File: config.mk
export PLATFORM = sky130hd
export DESIGN_NAME = gauss3_sep_engine
export DESIGN_NICKNAME = d
export VERILOG_FILES = /design/src/rtl/gauss_pkg.sv /design/src/rtl/gauss3_tap.sv /design/src/rtl/gauss3_sep_engine.sv
export SDC_FILE = /design/constraint.sdc
export NUM_CORES = 1
export LEC_CHECK = 0
export CORE_ASPECT_RATIO = 1.5
export CORE_MARGIN = 1
export CORE_UTILIZATION = 50
export CTS_CLUSTER_DIAMETER = 60
export DETAILED_ROUTE_END_ITERATION = 16
export PLACE_DENSITY = 0.85
export SKIP_CTS_REPAIR_TIMING = 1
export SLEW_MARGIN = 40
export SYNTH_ARGS = -nofsm -noshare
export SYNTH_HDL_FRONTEND = slang
export SYNTH_SLANG_ARGS = --single-unit
File: constraint.sdc
create_clock -name clk -period 7.5 [get_ports clk]
set_clock_uncertainty 0.15 [all_clocks]
set_input_delay 1.125 -clock clk [delete_from_list [all_inputs] [get_ports clk]]
set_output_delay 1.125 -clock clk [all_outputs]
set_load 0.005 [all_outputs]
File: src/rtl/gauss_pkg.sv
// Shared encodings for the separable 1-2-1 Gaussian engine: FSM states,
// operating modes and frame-buffer selects.
package gauss_pkg;
  typedef enum logic [2:0] {
    ST_IDLE,
    ST_HPASS,
    ST_VPASS,
    ST_DONE,
    ST_ERR
  } state_t;

  localparam logic [1:0] MODE_H  = 2'd0;
  localparam logic [1:0] MODE_V  = 2'd1;
  localparam logic [1:0] MODE_HV = 2'd2;

  localparam logic [1:0] BUF_IN  = 2'd0;
  localparam logic [1:0] BUF_TMP = 2'd1;
  localparam logic [1:0] BUF_OUT = 2'd2;
endpackage

File: src/rtl/gauss3_tap.sv
// Sliding 3-pixel window with edge replication and a registered 1-2-1 filter.
// One result per incoming pixel after the first, plus one flush result at line end.
module gauss3_tap #(
  parameter int PIX_W = 8,
  parameter int ROUND = 0
) (
  input  logic             clk,
  input  logic             rst,
  input  logic             clr,
  input  logic             shift,
  input  logic             first,
  input  logic             last,
  input  logic [PIX_W-1:0] din,
  output logic             out_vld,
  output logic [PIX_W-1:0] out_data
);
  localparam logic [PIX_W+1:0] RND = (ROUND != 0) ? (PIX_W+2)'(2) : '0;

  logic [PIX_W-1:0] r1, r2, c;
  logic [PIX_W+1:0] sum;
  logic             flush, emit;

  // r1 = pixel[j-1], r2 = pixel[j-2]; the flush cycle replicates the last pixel as c
  assign c    = flush ? r1 : din;
  assign sum  = {2'b00, r2} + {1'b0, r1, 1'b0} + {2'b00, c} + RND;
  assign emit = flush | (shift & ~first);

  always_ff @(posedge clk or negedge rst) begin
    if (!rst) begin
      r1       <= '0;
      r2       <= '0;
      flush    <= 1'b0;
      out_vld  <= 1'b0;
      out_data <= '0;
    end else begin
      flush   <= shift & last & ~clr;
      out_vld <= emit & ~clr;
      if (emit) out_data <= sum[PIX_W+1:2];
      if (shift) begin
        r2 <= first ? din : r1;
        r1 <= din;
      end
    end
  end
endmodule

File: src/rtl/gauss3_sep_engine.sv
// Separable 3-tap Gaussian engine: sequences H and/or V passes over a BRAM frame,
// one read per pixel per pass, fixed line period of N+RD_LAT+2 cycles.
module gauss3_sep_engine
  import gauss_pkg::*;
#(
  parameter int PIX_W  = 8,
  parameter int COL_W  = 7,
  parameter int ROW_W  = 7,
  parameter int RD_LAT = 1,
  parameter int ROUND  = 0
) (
  input  logic                   clk,
  input  logic                   rst,
  input  logic                   start,
  input  logic [1:0]             mode,
  input  logic                   abort,
  output logic                   busy,
  output logic                   done,
  output logic                   err_mode,
  output logic                   pass_v,
  output logic [1:0]             rd_sel,
  output logic [ROW_W+COL_W-1:0] rd_addr,
  input  logic [PIX_W-1:0]       rd_data,
  output logic                   wr_en,
  output logic [1:0]             wr_sel,
  output logic [ROW_W+COL_W-1:0] wr_addr,
  output logic [PIX_W-1:0]       wr_data
);
  localparam int LW = ((COL_W > ROW_W) ? COL_W : ROW_W) + 2;
  localparam logic [LW-1:0] W_N  = LW'(2**COL_W);
  localparam logic [LW-1:0] H_N  = LW'(2**ROW_W);
  localparam logic [LW-1:0] ONE  = LW'(1);
  localparam logic [LW-1:0] TAIL = LW'(RD_LAT + 1);

  state_t          state;
  logic [1:0]      mode_q;
  logic [LW-1:0]   cyc, line, wk, n_len, n_lines, rd_idx;
  logic            in_pass, vp, line_end, last_line, rd_vld, abort_now;
  logic [RD_LAT:1] vld_pipe, first_pipe, last_pipe;
  logic            tap_vld;
  logic [PIX_W-1:0] tap_q;

  assign in_pass   = (state == ST_HPASS) || (state == ST_VPASS);
  assign vp        = (state == ST_VPASS);
  assign n_len     = vp ? H_N : W_N;
  assign n_lines   = vp ? W_N : H_N;
  assign line_end  = (cyc == n_len + TAIL);
  assign last_line = (line == n_lines - ONE);
  assign rd_vld    = in_pass && (cyc < n_len);
  assign abort_now = abort && in_pass;
  // clamp keeps the read address inside the line during the drain cycles
  assign rd_idx    = (cyc < n_len) ? cyc : n_len - ONE;

  assign busy    = (state != ST_IDLE);
  assign done    = (state == ST_DONE) || (state == ST_ERR);
  assign pass_v  = vp;
  assign rd_sel  = (vp && mode_q == MODE_HV) ? BUF_TMP : BUF_IN;
  assign rd_addr = vp ? {ROW_W'(rd_idx), COL_W'(line)} : {ROW_W'(line), COL_W'(rd_idx)};
  assign wr_en   = tap_vld && in_pass;
  assign wr_sel  = !in_pass ? 2'd0 : (!vp && mode_q == MODE_HV) ? BUF_TMP : BUF_OUT;
  assign wr_addr = vp ? {ROW_W'(wk), COL_W'(line)} : {ROW_W'(line), COL_W'(wk)};
  assign wr_data = tap_q;

  always_ff @(posedge clk or negedge rst) begin
    if (!rst) begin
      state    <= ST_IDLE;
      mode_q   <= '0;
      err_mode <= 1'b0;
      cyc      <= '0;
      line     <= '0;
    end else begin
      case (state)
        ST_IDLE: if (start) begin
          mode_q   <= mode;
          err_mode <= (mode == 2'd3);
          cyc      <= '0;
          line     <= '0;
          case (mode)
            MODE_V:  state <= ST_VPASS;
            2'd3:    state <= ST_ERR;
            default: state <= ST_HPASS;
          endcase
        end
        ST_HPASS, ST_VPASS: begin
          if (abort) begin
            state <= ST_IDLE;
            cyc   <= '0;
            line  <= '0;
          end else if (line_end) begin
            cyc <= '0;
            if (last_line) begin
              line  <= '0;
              state <= (!vp && mode_q == MODE_HV) ? ST_VPASS : ST_DONE;
            end else begin
              line <= line + ONE;
            end
          end else begin
            cyc <= cyc + ONE;
          end
        end
        default: state <= ST_IDLE;
      endcase
    end
  end

  // read-valid pipeline aligned to BRAM latency; abort drops in-flight data
  always_ff @(posedge clk or negedge rst) begin
    if (!rst) begin
      vld_pipe   <= '0;
      first_pipe <= '0;
      last_pipe  <= '0;
    end else if (abort_now) begin
      vld_pipe   <= '0;
      first_pipe <= '0;
      last_pipe  <= '0;
    end else begin
      vld_pipe[1]   <= rd_vld;
      first_pipe[1] <= rd_vld && (cyc == '0);
      last_pipe[1]  <= rd_vld && (cyc == n_len - ONE);
      for (int i = 2; i <= RD_LAT; i++) begin
        vld_pipe[i]   <= vld_pipe[i-1];
        first_pipe[i] <= first_pipe[i-1];
        last_pipe[i]  <= last_pipe[i-1];
      end
    end
  end

  always_ff @(posedge clk or negedge rst) begin
    if (!rst)           wk <= '0;
    else if (abort_now) wk <= '0;
    else if (wr_en)     wk <= (wk == n_len - ONE) ? '0 : wk + ONE;
  end

  gauss3_tap #(.PIX_W(PIX_W), .ROUND(ROUND)) u_tap (
    .clk      (clk),
    .rst      (rst),
    .clr      (abort_now),
    .shift    (vld_pipe[RD_LAT]),
    .first    (first_pipe[RD_LAT]),
    .last     (last_pipe[RD_LAT]),
    .din      (rd_data),
    .out_vld  (tap_vld),
    .out_data (tap_q)
  );
endmodule

# After elaboration in Yosys (flattened, before gate mapping)
# Index checks and enable logic that the tools add are counted.
# Widths: inputs -> output; s select.
[totals] regBits=62 input_bits=14 elab_cells=90
[classes] order_cmp=1 eq_ne=14 muxes=29 n_addsub=5 bitwise_logic=7 reduce_logical=20
[ops] op="$mux 9" n=9
[ops] op="$pmux 9 s2" n=2
[ops] op="$mux 14" n=2
[ops] op="$add 9x1->9 const B" n=3
[ops] op="$eq 9x7->1 const B" n=3
[ops] op="$mux 8" n=2
[ops] op="$mux 3" n=4
[ops] op="$pmux 3 s2" n=2
[ops] op="$add 10x8->10" n=1
[ops] op="$add 8x9->10" n=1
[ops] op="$eq 9x8->1 const B" n=1
[ops] op="$logic_not 9->1" n=1
[ops] op="$lt 9x8->1 const B" n=1
[ops] op="$logic_and 1x1->1" n=7
[ops] op="$mux 7" n=1
[ops] op="$eq 3x2->1 const B" n=2
[ops] op="$ne 3x3->1 const B" n=2
[ops] op="$reduce_and 3->1" n=2
[ops] op="$mux 1" n=5
[ops] op="$and 1x1->1" n=4
[ops] op="$eq 2x2->1 const B" n=2
[ops] op="$mux 2" n=2
[ops] op="$reduce_and 2->1" n=2
[ops] op="$reduce_bool 2->1" n=2
[ops] op="11 further kinds" n=13

# Logic depth before layout (Yosys ltp)
[depth] depth_word=8 mapped_depth=11 depth_no_buf=10

# By module
# From an unflattened synthesis, not the netlist that was laid out.
[unflattened] hier_cells=430 area_unflattened_um2=3856.2
[by_module_without_submodules] mod="gauss3_sep_engine" area_per_inst_um2=2318.5 n_inst=1 cells_per_inst=293 seq_area_each_um2=900.9
[by_module_without_submodules] mod="gauss3_tap" area_per_inst_um2=1537.7 n_inst=1 cells_per_inst=137 seq_area_each_um2=650.6

# Least setup slack after synthesis
# OpenSTA, ideal clock, no wires.
[synth_timing] kind="input to register" start="input port rd_data[1]" end="register u_tap.out_data[7]" stages=10 slack_ps=4163 t_arrival_ps=3064 t_required_ps=7227 n_path_buf=0 cell_sequence="mux2_2 > fa_1 > nand2_1 > nor2_1 > fa_1 > a21oi_1 > o21ai_0 > o31a_1 > o21ai_0 > a21oi_1"
[synth_via] elab_chain_len=2
[synth_rtl] item="from (decl)" line="gauss3_sep_engine.sv:23" source="input logic [PIX_W-1:0] rd_data,"
[synth_rtl] item="$mux 8" line="gauss3_tap.sv:24" source="assign c = flush ? r1 : din;"
[synth_rtl] item="$add 10x8->10" line="gauss3_tap.sv:25" source="assign sum = {2'b00, r2} + {1'b0, r1, 1'b0} + {2'b00, c} + RND;"
[synth_rtl] item="to (signal assigned)" line="gauss3_tap.sv:38" source="if (emit) out_data <= sum[PIX_W+1:2];"
[synth_rtl] item="to (decl)" line="gauss3_tap.sv:15" source="output logic [PIX_W-1:0] out_data"
# Every way passes these cells.
# A chain may end at the register's enable or synchronous reset.

# Worst setup path in the final report
[layout_timing] start="register state[1]" end="output port wr_sel[1]"
[layout_via] elab_chain_len=5
[layout_rtl] item="from (decl)" line="gauss3_sep_engine.sv:35" source="state_t state;"
[layout_rtl] item="from (signal assigned)" line="gauss3_sep_engine.sv:93" source="state <= (!vp && mode_q == MODE_HV) ? ST_VPASS : ST_DONE;"
[layout_rtl] item="$eq 3x2->1" line="gauss3_sep_engine.sv:43, gauss3_sep_engine.sv:44"
[layout_rtl] item="$logic_not 1->1" line="gauss3_sep_engine.sv:60" source="assign wr_sel = !in_pass ? 2'd0 : (!vp && mode_q == MODE_HV) ? BUF_TMP : BUF_OUT;"
[layout_rtl] item="$logic_and 1x1->1" line="gauss3_sep_engine.sv:60"
[layout_rtl] item="$mux 2" line="gauss3_sep_engine.sv:60"
[layout_rtl] item="$mux 2 *" line="gauss3_sep_engine.sv:60"
[layout_rtl] item="to (decl)" line="gauss3_sep_engine.sv:25" source="output logic [1:0] wr_sel,"
# Mark *: on every way between the ends. The rest lies on a longest branch, timed or not.

==> impl_metrics.tcl <==
set metrics [dict create \
    start_util 0.522 \
    p_clk_frac 0.143 \
    pwr-share-comb 0.537 \
    firstDrtPassIters 4 \
    antennaDiodeCount 0 \
    postLayoutCellArea_mm2 0.00459 \
    avgSynthCellArea_um2 9.04 \
    p_sw_uw 749 \
    crit_family "simple AND/OR/NAND/NOR gates" \
    cts.clk_slew.worst_paths_ns 0.07 \
    hold_depth 2 \
    fmax_mhz 244 \
    wirelength_mm 8.62 \
    htree_levels 3 \
    outcome "complete, no violations" \
    nets 505 \
    r2r_cells 10 \
    drtAntennaViolNets 0 \
    grt_pass1_wl_mm 14.6 \
    synthCells 423 \
    grt_max_degree 63 \
    power.share.switching 0.413 \
    gp_congestion 0.839 \
    antenna_found_initial 0 \
    drive_gt1_frac 0.103 \
    clk_latency_ns 0.34 \
    seqPwrFrac 0.319 \
    path_cells "or3b_2 > inv_1 > nor2_1 > nor2_1 > clkdlybuf4s50_1" \
    arrival_ns 2.82 \
    dieArea_mm2 0.00801 \
    yosys_warnings 0 \
    hpwlAfterDp_mm 6.21 \
    wl_per_cell_um 15.0 \
    drc 0 \
    area_delta_synth_final_pct 20.0 \
    finalPower_uw 1810 \
    cp-end-kind "primary output" \
    leakage_uw 0.00194 \
    crit_cells 5 \
    fp.coreArea_mm2 0.00732 \
    min_period_over_period 0.546 \
    cts_tree "built" \
    grt_use_total 0.238 \
    synth-seq-cells 62 \
    port_buffers 57 \
    hold_path_class "flip-flop to flip-flop" \
    rows 38 \
    ir_drop_uv 205 \
    slew_headroom 0.490 \
    rsz0062_at_grt "no" \
    setup_viol 0 \
    root_buffer "clkbuf_8" \
    fp.dieH_um 109 \
    report.final.slew_viol_count 0 \
    synthesis.nets 457 \
    final_util 0.627 \
    regToRegSetupSlack_ns 4.26 \
    clock_sinks 62 \
    crit_fanout 38 \
    slowest_delay_ns 0.77 \
    p_int_uw 1060 \
    slowest_stage "or3b_2" \
    synth-seq-area-share 0.406 \
    setup-tns-final_ns 0 \
    drt_iter0_drc 218 \
    path_class "flip-flop to primary output" \
    tightest_slew_ns 0.758 \
    grt_overflow 0 \
    cap_violations 0 \
    post-route-min-period_ns 4.10 \
    synthDistinctLibCells 54 \
    numCtsBuffers 9 \
    critPathBufInv 2 \
    crit_top_cell "nor2_1" \
    dp_slack_ns 3.41 \
    num_io_pins 59 \
    startpoint_type "flip-flop" \
    power.density_mw_per_mm2 394 \
    timing.final.ws_setup_ns 3.40 \
    place_area_mm2 0.00441 \
    critPathRequiredTime_ns 6.22 \
    clock_path_buffers 2 \
    finalHoldViolCount 0 \
    first_global_vias 3243 \
    synthesis.area_mm2 0.00382 \
    via_per_inst 5.58 \
    vias 3207 \
    die_w_um 73.4 \
]
==> state kept, by name, indices dropped and copies added, names as in the netlist <==
signal	flops
err_mode	1
cyc	9
mode_q	2
u_tap.out_data	8
last_pipe	1
first_pipe	1
u_tap.out_vld	1
line	9
u_tap.flush	1
vld_pipe	1
u_tap.r1	8
u_tap.r2	8
wk	9
state	3
==> kinds of logic (layout without fill, tap and decap cells) <==
group                    after synthesis  after routing  synth area share
AND/OR/NAND/NOR                      177            177             0.214
AO/OA/AOI/OAI                         82             82             0.126
flip-flops                            62             62             0.406
buffers and inverters                 31             83            0.0393
multiplexers                          30             30            0.0857
adder cells (fa/ha/maj)               20             20            0.0811
XOR/XNOR                              20             20            0.0478
other                                  1              1          0.000980
==> layer usage <==
metal  wire length (µm)  GRT usage  vias to the layer above
met5                  0          0                        -
met4                316      0.129                        0
met1               3410      0.271                     1532
met3                447     0.0527                       26
li1                   -          -                     1551
met2               4440      0.409                       98
==> cell type report <==
type | count | area (µm²)
multi-input combinational | 330 | 2130
sequential | 62 | 1550
tap | 100 | 125
clock buffer | 14 | 163
timing repair buffer | 59 | 584
clock inverter | 1 | 5.00
fill | 628 | 2730
inverter | 9 | 33.8
==> path summary, 6_finish.rpt <==
path,from,to
max,state[1],wr_sel[1]
min,u_tap.out_data[5],u_tap.out_data[5]
max reg2reg,u_tap.flush,u_tap.out_data[7]
min reg2reg,u_tap.out_data[5],u_tap.out_data[5]
max in group asynchronous,rst,vld_pipe
min in group asynchronous,rst,u_tap.r1[7]
==> synth_stat cells, drive strengths merged <==
library cell,number,share of area
a211oi,5,0.0098
a21boi,1,0.0020
a21o,1,0.0020
a21oi,32,0.042
a22o,2,0.0046
a31o,1,0.0023
a41oi,1,0.0023
and2,3,0.0049
and3,5,0.0082
and4,1,0.0023
buf,15,0.024
clkbuf,7,0.0069
conb,1,0.00098
dfrtp,62,0.41
fa,8,0.042
ha,12,0.039
inv,9,0.0088
mux2,19,0.057
mux2i,11,0.029
nand2,66,0.065
nand2b,2,0.0033
nand3,10,0.013
nand3b,1,0.0020
nand4,9,0.015
nor2,53,0.053
nor2b,2,0.0033
nor3,12,0.020
nor3b,2,0.0052
nor4,2,0.0033
o21a,2,0.0039
o21ai,31,0.041
o21bai,1,0.0049
o22ai,2,0.0033
o31a,1,0.0023
o31ai,1,0.0020
o41ai,1,0.0043
or2,4,0.0065
or3,4,0.0065
or3b,1,0.0023
xnor2,14,0.034
xor2,6,0.014
==> power by group through the flow <==
stage               registers, µW  logic (µW)  clock network (µW)
floorplan                     527         714                   0
global placement              572         928                   0
detailed placement            581         971                   0
CTS                           577         976                 267
global route                  598        1090                 280
finish                        578         973                 259
==> stage by stage <==
step | cells | hold WS, ns
floorplan | 423 | 0.295
global placement | 560 | 0.312
detailed placement | 560 | 0.317
CTS | 575 | 0.332
global route | 575 | 0.359
finish | 575 | 0.329
==> placed cells by master, fill, tap and decap left out, types with 11 or more instances in the layout <==
cell type	count
mux2i_1	11
mux2_2	18
ha_1	12
a21oi_1	31
nor2_1	52
xnor2_1	13
clkbuf_8	11
clkdlybuf4s50_1	56
dfrtp_1	61
nand2_1	65
o21ai_0	26
==> worst register-to-register path: cells and delay by family (launching register included) <==
family	cells	cell delay, ns
simple gates	2	0.17
fa+ha+maj	2	0.89
compound gates	5	0.92
flops	1	0.61
mux	1	0.41
(Power assumes the default switching activity.)
